`src/rtl/cpc_romsel_ctrl.sv`:
```
// CPC expansion-ROM board controller: decodes the upper-ROM select port, drives the device
// chip selects, and runs an unlock-protected EEPROM write sequence with a write-cycle wait.
module cpc_romsel_ctrl #(
    parameter int          BANK       = 0,
    parameter logic [7:0]  SLOT_MASK  = 8'hFF,
    parameter int          WE_CYCLES  = 2,
    parameter int          TWC_CYCLES = 40000
) (
    input  logic       CLK,
    input  logic       RESET,
    input  logic       A15,
    input  logic       A14,
    input  logic       A13,
    input  logic       A12,
    input  logic [7:0] D,
    input  logic       MREQ_B,
    input  logic       IOREQ_B,
    input  logic       WR_B,
    output logic [3:0] romcs_b,
    output logic       rom_a14,
    output logic       rom_we_b,
    output logic       romdis,
    output logic       busy
);

    localparam logic        BANK_BIT = (BANK != 0);
    localparam logic [15:0] WE_LAST  = 16'(WE_CYCLES - 1);
    localparam logic [15:0] TWC_LAST = 16'(TWC_CYCLES - 1);

    typedef enum logic [2:0] {
        IDLE   = 3'd0,
        UNLK1  = 3'd1,
        ARMED  = 3'd2,
        WPULSE = 3'd3,
        WAIT   = 3'd4
    } state_t;

    // Registered copies of the bus; every decode below works on these.
    logic       a15_q, a14_q, a13_q, a12_q;
    logic [7:0] d_q;
    logic       mreq_b_q, ioreq_b_q, wr_b_q;
    logic       io_wr_prev_q, mem_wr_prev_q;

    state_t      state_q, state_d;
    logic [15:0] cnt_q, cnt_d;
    logic [7:0]  rom_sel_q, rom_sel_d;
    logic [7:0]  pend_q, pend_d;
    logic        pend_vld_q, pend_vld_d;

    logic [3:0] romcs_b_q, romcs_b_d;
    logic       rom_a14_q, rom_a14_d;
    logic       romdis_q, romdis_d;
    logic       rom_we_b_q, rom_we_b_d;
    logic       busy_q, busy_d;

    logic io_wr, mem_wr, io_stb, mem_stb, sel_stb, ctl_stb, hit, in_write;

    always_ff @(posedge CLK) begin
        if (RESET) begin
            a15_q         <= 1'b0;
            a14_q         <= 1'b0;
            a13_q         <= 1'b0;
            a12_q         <= 1'b0;
            d_q           <= 8'h00;
            mreq_b_q      <= 1'b1;
            ioreq_b_q     <= 1'b1;
            wr_b_q        <= 1'b1;
            io_wr_prev_q  <= 1'b0;
            mem_wr_prev_q <= 1'b0;
        end else begin
            a15_q         <= A15;
            a14_q         <= A14;
            a13_q         <= A13;
            a12_q         <= A12;
            d_q           <= D;
            mreq_b_q      <= MREQ_B;
            ioreq_b_q     <= IOREQ_B;
            wr_b_q        <= WR_B;
            io_wr_prev_q  <= io_wr;
            mem_wr_prev_q <= mem_wr;
        end
    end

    assign io_wr   = !ioreq_b_q && !wr_b_q;
    assign mem_wr  = !mreq_b_q && !wr_b_q;
    assign io_stb  = io_wr && !io_wr_prev_q;
    // An I/O strobe in the same cycle wins; the memory write is simply lost.
    assign mem_stb = mem_wr && !mem_wr_prev_q && !io_stb;
    assign sel_stb = io_stb && !a13_q && a12_q;
    assign ctl_stb = io_stb && !a13_q && !a12_q;

    assign hit      = (rom_sel_q[7:4] == 4'd0) && (rom_sel_q[3] == BANK_BIT)
                      && SLOT_MASK[rom_sel_q[2:0]];
    assign in_write = (state_q == WPULSE) || (state_q == WAIT);

    always_comb begin
        state_d    = state_q;
        cnt_d      = cnt_q;
        rom_sel_d  = rom_sel_q;
        pend_d     = pend_q;
        pend_vld_d = pend_vld_q;

        unique case (state_q)
            IDLE: begin
                if (ctl_stb && d_q == 8'hA5) state_d = UNLK1;
            end
            UNLK1: begin
                if (ctl_stb) state_d = (d_q == 8'h5A) ? ARMED : IDLE;
            end
            ARMED: begin
                if (ctl_stb && d_q == 8'h00) begin
                    state_d = IDLE;
                end else if (mem_stb && a15_q && a14_q && hit) begin
                    state_d = WPULSE;
                    cnt_d   = 16'd0;
                end
            end
            WPULSE: begin
                if (cnt_q == WE_LAST) begin
                    state_d = WAIT;
                    cnt_d   = 16'd0;
                end else begin
                    cnt_d = cnt_q + 16'd1;
                end
            end
            WAIT: begin
                if (cnt_q == TWC_LAST) begin
                    state_d = ARMED;
                    cnt_d   = 16'd0;
                end else begin
                    cnt_d = cnt_q + 16'd1;
                end
            end
            default: begin
                state_d = IDLE;
                cnt_d   = 16'd0;
            end
        endcase

        // Selection is frozen while a write is in flight so CS/A14 never move under it.
        if (sel_stb) begin
            if (in_write) begin
                pend_d     = d_q;
                pend_vld_d = 1'b1;
            end else begin
                rom_sel_d = d_q;
            end
        end

        if (state_q == WAIT && state_d == ARMED) begin
            if (sel_stb) begin
                rom_sel_d = d_q;
            end else if (pend_vld_q) begin
                rom_sel_d = pend_q;
            end
            pend_d     = 8'h00;
            pend_vld_d = 1'b0;
        end
    end

    always_comb begin
        rom_we_b_d = (state_d != WPULSE);
        busy_d     = (state_d == WPULSE) || (state_d == WAIT);
        romdis_d   = hit;
        rom_a14_d  = rom_sel_q[0];
    end

    for (genvar gi = 0; gi < 4; gi++) begin : g_cs
        assign romcs_b_d[gi] = !(hit && (rom_sel_q[2:1] == 2'(gi)));
    end

    always_ff @(posedge CLK) begin
        if (RESET) begin
            state_q    <= IDLE;
            cnt_q      <= 16'd0;
            rom_sel_q  <= 8'h00;
            pend_q     <= 8'h00;
            pend_vld_q <= 1'b0;
            romcs_b_q  <= 4'hF;
            rom_a14_q  <= 1'b0;
            romdis_q   <= 1'b0;
            rom_we_b_q <= 1'b1;
            busy_q     <= 1'b0;
        end else begin
            state_q    <= state_d;
            cnt_q      <= cnt_d;
            rom_sel_q  <= rom_sel_d;
            pend_q     <= pend_d;
            pend_vld_q <= pend_vld_d;
            romcs_b_q  <= romcs_b_d;
            rom_a14_q  <= rom_a14_d;
            romdis_q   <= romdis_d;
            rom_we_b_q <= rom_we_b_d;
            busy_q     <= busy_d;
        end
    end

    assign romcs_b  = romcs_b_q;
    assign rom_a14  = rom_a14_q;
    assign romdis   = romdis_q;
    assign rom_we_b = rom_we_b_q;
    assign busy     = busy_q;

endmodule

```
`config.mk`:
```
export PLATFORM = sky130hd
export DESIGN_NAME = cpc_romsel_ctrl
export DESIGN_NICKNAME = d
export VERILOG_FILES = /design/src/rtl/cpc_romsel_ctrl.sv
export SDC_FILE = /design/constraint.sdc
export NUM_CORES = 1
export LEC_CHECK = 0
export ABC_AREA = 1
export ABC_CLOCK_PERIOD_IN_PS = 2100
export CAP_MARGIN = 5
export CORE_MARGIN = 4
export CORE_UTILIZATION = 50
export CTS_CLUSTER_DIAMETER = 30
export CTS_CLUSTER_SIZE = 12
export DETAILED_ROUTE_END_ITERATION = 8
export MAX_ROUTING_LAYER = met4
export PLACE_DENSITY = 0.78
export SETUP_SLACK_MARGIN = 0.1
export SKIP_LAST_GASP = 1
export SYNTH_ARGS = -nofsm -noshare
export SYNTH_HDL_FRONTEND = slang
export SYNTH_SLANG_ARGS = --single-unit
```
`constraint.sdc`:
```
create_clock -name CLK -period 2.1 [get_ports CLK]
set_input_delay 0.42 -clock CLK [delete_from_list [all_inputs] [get_ports CLK]]
set_output_delay 0.42 -clock CLK [all_outputs]
set_load 0.005 [all_outputs]
```
# == Yosys cells after proc, flatten, opt, wreduce, memory -nomap -nowiden ==
# Memory sizes are Yosys's and may differ from the RTL's. A register that Yosys moved wholly into a read port is not among the register bits.
# Cells that the tools add are included.
# totals
ff_bits,61
mem_bits_ro,8
in_bits,17
output_inout_bits,8
wordCells,104
memories,1
# op_classes
add_sub_neg,1
magnitude_cmp,1
n_eq_ne,17
muxes,20
n_bitwise,2
reduce_logical,42
# mem_list
memory,depth,width,read_ports,rd_ports_with_merged_regs,wr,line_no,rtl
(no name shown),8,1,1,1,0,93,&& SLOT_MASK[rom_sel_q[2:0]];
# op_table
operator,count
16-bit 2-to-1 mux,4
16-bit one-hot mux with 4 select lines,1
8-bit 2-to-1 mux,5
3-bit 2-to-1 mux,7
1-bit logical AND,20
16-bit by 1-bit adder with 16-bit output (second input constant),1
16-bit by 1-bit == test with 1-bit output (second input constant),1
16-bit == test (second input constant),1
3-bit one-hot mux with 5 select lines,1
3-bit by 2-bit == test with 1-bit output (second input constant),4
1-bit zero test,12
8-bit by 7-bit == test with 1-bit output (second input constant),1
8-bit == test (second input constant),1
8-bit zero test,1
3-bit == test (second input constant),2
2-bit == test (second input constant),2
4-bit zero test,1
3-bit by 4-bit less-than comparator with 1-bit output (second input constant),1
2-bit inequality test (second input constant),2
2-bit OR reduction,2
3-bit by 1-bit == test with 1-bit output (second input constant),1
3-bit zero test,1
3-bit by 2-bit inequality test with 1-bit output (second input constant),1
3-bit AND reduction,1
other kinds (7),9

# == Logic depth before layout (Yosys ltp) ==
# depth
ltp_word,15
mapped_depth,11
mapped_depth_nobuf,11

# == Worst setup path after synthesis ==
# Ideal clock, no wire load.
# synth_timing
kind,reg-to-reg
startpoint,register cnt_q[0]
endpoint,register cnt_q[12]
setup_ps,116
arrival_ps,1368
required_time_ps,1984
slack_ps,616
path_stages_with_launch,11
path_buffers,0
period_less_slack_ps,1484
cell_sequence,dfxtp_1 > ha_1 > nand2_1 > inv_1 > nand2_1 > nor2_1 > nand2_1 > nand3_1 > nand2_1 > o21ai_0 > nor2_1
# synth_via
elab_chain_len,3
elab_cells_between_ends,6
classes_between,add/sub: 1; eq/ne: 2; mux: 3
# synth_rtl
item,line_no,rtl
start: declaration,45,"logic [15:0] cnt_q, cnt_d;"
start signal: assignment,186,cnt_q <= cnt_d;
"16-bit by 1-bit adder with 16-bit output, or another cell as far along","123, 131",
"16-bit 2-to-1 mux, on equally long branches","127, 119",
16-bit one-hot mux with 4 select lines *,103,unique case (state_q)
# Mark *: on every way between the ends. The rest lies on a longest branch, timed or not.
# A chain may end at the register's enable or synchronous reset.

# == Final worst setup path ==
# layout_timing
startpoint,register cnt_q[1]
endpoint,register cnt_q[12]
# The elaborated chain is that of the path after synthesis.

==> impl_metrics.env <==
export IMPL_status="finished, final reports clean"
export IMPL_critical_path_class="reg -> reg"
export IMPL_fin_crit_ns=1.827
export IMPL_io_pins=25
export IMPL_setup_viol=0
export IMPL_dr_pass1_iters=7
export IMPL_ys_ff_latch=61
export IMPL_peakVddDrop_mv=0.5236
export IMPL_synth_cells=490
export IMPL_vias=3152
export IMPL_cts_htree_levels=3
export IMPL_hold_viol_final=0
export IMPL_dieWidth_um=87.66
export IMPL_grt_max_degree=18
export IMPL_met2_usage_pct=32.33
export IMPL_route_detailed_drc=0
export IMPL_cp_end_kind="flop"
export IMPL_gp_congestion=0.9596
export IMPL_via_per_inst=5.262
export IMPL_critical_path_buf_inv_count=1
export IMPL_rsz0062_at_grt="no"
export IMPL_cap_violations=0
export IMPL_cts_tree="yes"
export IMPL_crit_chain="ha_1, nand2_1, inv_1, nand2_1, nor2_1, nand2_1, nand3_1, nand2_1, o21ai_0, nor2_1"
export IMPL_max_stage_delay_ns=0.38
export IMPL_use_met3_pct=3.198
export IMPL_cts_root_buf="clkbuf_8"
export IMPL_gr_max_usage_layer="met2"
export IMPL_cts_buffers=9
export IMPL_seqPwrFrac_pct=51.3
export IMPL_drtAntennaViolNets=0
export IMPL_async_flop_share_pct=0
export IMPL_critPathRequiredTime_ns=2.33
export IMPL_grt_util_all_layers_pct=21.24
export IMPL_insertion_delay_ns=0.34
export IMPL_yosys_cell_types_count=32
export IMPL_worst_slew_pin_slew_ns=0.4346
export IMPL_p_sw_w=0.0005174
export IMPL_worst_path_most_repeated_cell="nand2_1"
export IMPL_use_met1_pct=27.94
export IMPL_dieArea_mm2=0.007684
export IMPL_arrival_ns=2.06
export IMPL_synthToLayoutAreaGrowth_pct=16.13
export IMPL_diodes=0
export IMPL_worstSetupPathDepth=10
export IMPL_netSwitchingFraction_pct=22.26
export IMPL_ctsResizeCount=0
export IMPL_wirelength_mm=7.261
export IMPL_r2r_slack_ns=0.27
export IMPL_start_util_pct=52.66
export IMPL_synth_nets=509
export IMPL_postCtsSetupBuffers=0
export IMPL_final_period_utilization_pct=86.99
export IMPL_crit_path_start="cnt_q[1]"
export IMPL_p_per_area_mw_per_mm2=630.7
export IMPL_fin_cells=599
export IMPL_grt_pass1_vias=2865
export IMPL_num_rows=28
export IMPL_clockBufferDepth=2
export IMPL_hpwlAfterDp_mm=5.388
export IMPL_cts_reportedPaths_clkPinSlew_ns=0.07
export IMPL_ctsHoldBuffers=0
export IMPL_initialDrtViolationCount=360
export IMPL_die_y_um=87.66
export IMPL_fin_tns_setup_ns=0
export IMPL_r2r_start="cnt_q[1]"
export IMPL_hold_path_class="reg -> reg"
export IMPL_final_net_count=538
export IMPL_whs_ns=0.4419
export IMPL_grt_overflow=0
export IMPL_synth_flop_cell="dfxtp_1"
export IMPL_r2r_end="cnt_q[12]"
export IMPL_grt_pass1_wl_mm=12.60
export IMPL_dp_cells=583
export IMPL_slowest_stage="dfxtp_1"
export IMPL_skew_ns=0.007180
export IMPL_coreArea_mm2=0.006026
export IMPL_start_kind="flop"
export IMPL_fmax_mhz=547.4
export IMPL_p_int_w=0.001807
export IMPL_synth_seq_area_share_pct=38.49
export IMPL_max_slew_margin_pct=70.80
export IMPL_crit_path_end="cnt_q[12]"
export IMPL_yosys_warnings=0
export IMPL_crit_family="simple AND/OR/NAND/NOR gates"
export IMPL_port_buffers=24
export IMPL_p_clk_share_pct=44.2
export IMPL_pre_cts_slack_ns=0.3022
export IMPL_cp_max_fo=8
export IMPL_reg2reg_depth=10
export IMPL_fin_ws_ns=0.2732
export IMPL_antenna_found_initial=0
export IMPL_final_max_slew_viol_count=0
export IMPL_p_total_w=0.002324
export IMPL_synth_area_mm2=0.003173
export IMPL_avgSynthCellArea_um2=6.476
export IMPL_p_leak_nw=1.696
export IMPL_layout_drive_gt1_share_pct=8.015
export IMPL_synth_edff_count=0
export IMPL_combPwrFrac_pct=4.6
export IMPL_routedWlPerCell_um=12.12
export IMPL_cts_num_sinks=61
-- state kept, by name, summed over array words and instances (netlist names), 3 cells and up --
signal and cells:
d_q 8, pend_q 8, cnt_q 16, rom_sel_q 8, romcs_b 4, state_q 3
-- cells by family (layout without fill, tap and decap cells) --
kind of cell	Yosys count	count (layout)	share of synthesized area (%)
flops	61	61	38.49
compound gates	38	38	7.019
fa+ha+maj	2	2	0.7885
simple gates	295	295	41.68
xor+xnor	2	2	0.5522
buf+inv	92	126	11.48
-- cells in the mapped netlist, types with 3 or more instances --
master    count  area share, %
nand4_1      11            2.2
nand2_1     130             15
inv_1        77            9.1
a21oi_1      16            2.5
nand3_1      72             11
a31oi_1       5           0.99
dfxtp_1      61             38
o21ai_1       3           0.47
nor2_2        3           0.59
nor3_1        5           0.79
nand2_2       3           0.59
o211ai_1      3           0.71
o21ai_0       6           0.95
buf_2         6           0.95
nor2_4        3            1.1
or2_2         3           0.59
clkbuf_1      5           0.59
nor2_1       58            6.9
-- worst reg2reg max path: cells and delay by family, from the launching register on --
family                     cells  cell delay [ns]
AOI/OAI and AO/OA              1             0.15
adders and majority gates      1             0.25
buffers and inverters          1             0.09
DFF                            1             0.38
and+or+nand+nor                7             0.85
-- stage by stage --
stage               utilization [%]  area [um2]
floorplan                         -        3173
global placement              57.95        3492
detailed placement            57.95        3492
CTS                           61.15        3685
global route                  61.15        3685
finish                        61.15        3685
-- layout by cell type (no fill, tap or decap), types with 5 or more instances in the layout --
| cell type | n |
|---|---|
| a21oi_1 | 16 |
| buf_4 | 7 |
| inv_1 | 77 |
| nand3_1 | 72 |
| clkbuf_8 | 10 |
| nor3_1 | 5 |
| clkdlybuf4s50_1 | 24 |
| dfxtp_1 | 61 |
| o21ai_0 | 6 |
| nand4_1 | 11 |
| a31oi_1 | 5 |
| nor2_1 | 58 |
| nand2_1 | 130 |
-- power by group through the flow --
stage	clock network (W)	logic, W	registers [W]
2_1_floorplan	0	0.0000553	0.00121
3_3_place_gp	0	0.000105	0.00122
3_5_place_dp	0	0.000107	0.00122
4_1_cts	0.00103	0.000108	0.00119
5_1_grt	0.00109	0.000119	0.00119
6_report	0.00103	0.000107	0.00119
-- per-layer routing --
layer,vias up,part of all wire [%]
li1,1614,-
met3,16,8.5
met4,0,2.2
met2,142,43
met1,1380,46
met5,-,0
-- final cells by class --
cell class / instances / area [um2]
Multi-Input combinational cell: 337 / 1588
Sequential cell: 61 / 1221
Tap cell: 75 / 93.84
Timing Repair Buffer: 31 / 292.8
Clock inverter: 4 / 47.55
Clock buffer: 12 / 145.1
Inverter: 79 / 296.5
Fill cell: 575 / 2341
-- worst min path at each step --
stage	start	end	slack (ns)	cells after the start
finish	rom_sel_q[2]	romcs_b[2]	0.44	1
global route	pend_q[4]	pend_q[4]	0.47	2
CTS	rom_sel_q[2]	romcs_b[2]	0.45	1
detailed placement	rom_sel_q[1]	romcs_b[1]	0.43	1
global placement	rom_sel_q[2]	romcs_b[2]	0.42	1
floorplan	rom_sel_q[0]	rom_a14	0.40	2
(Power assumes the default switching activity.)
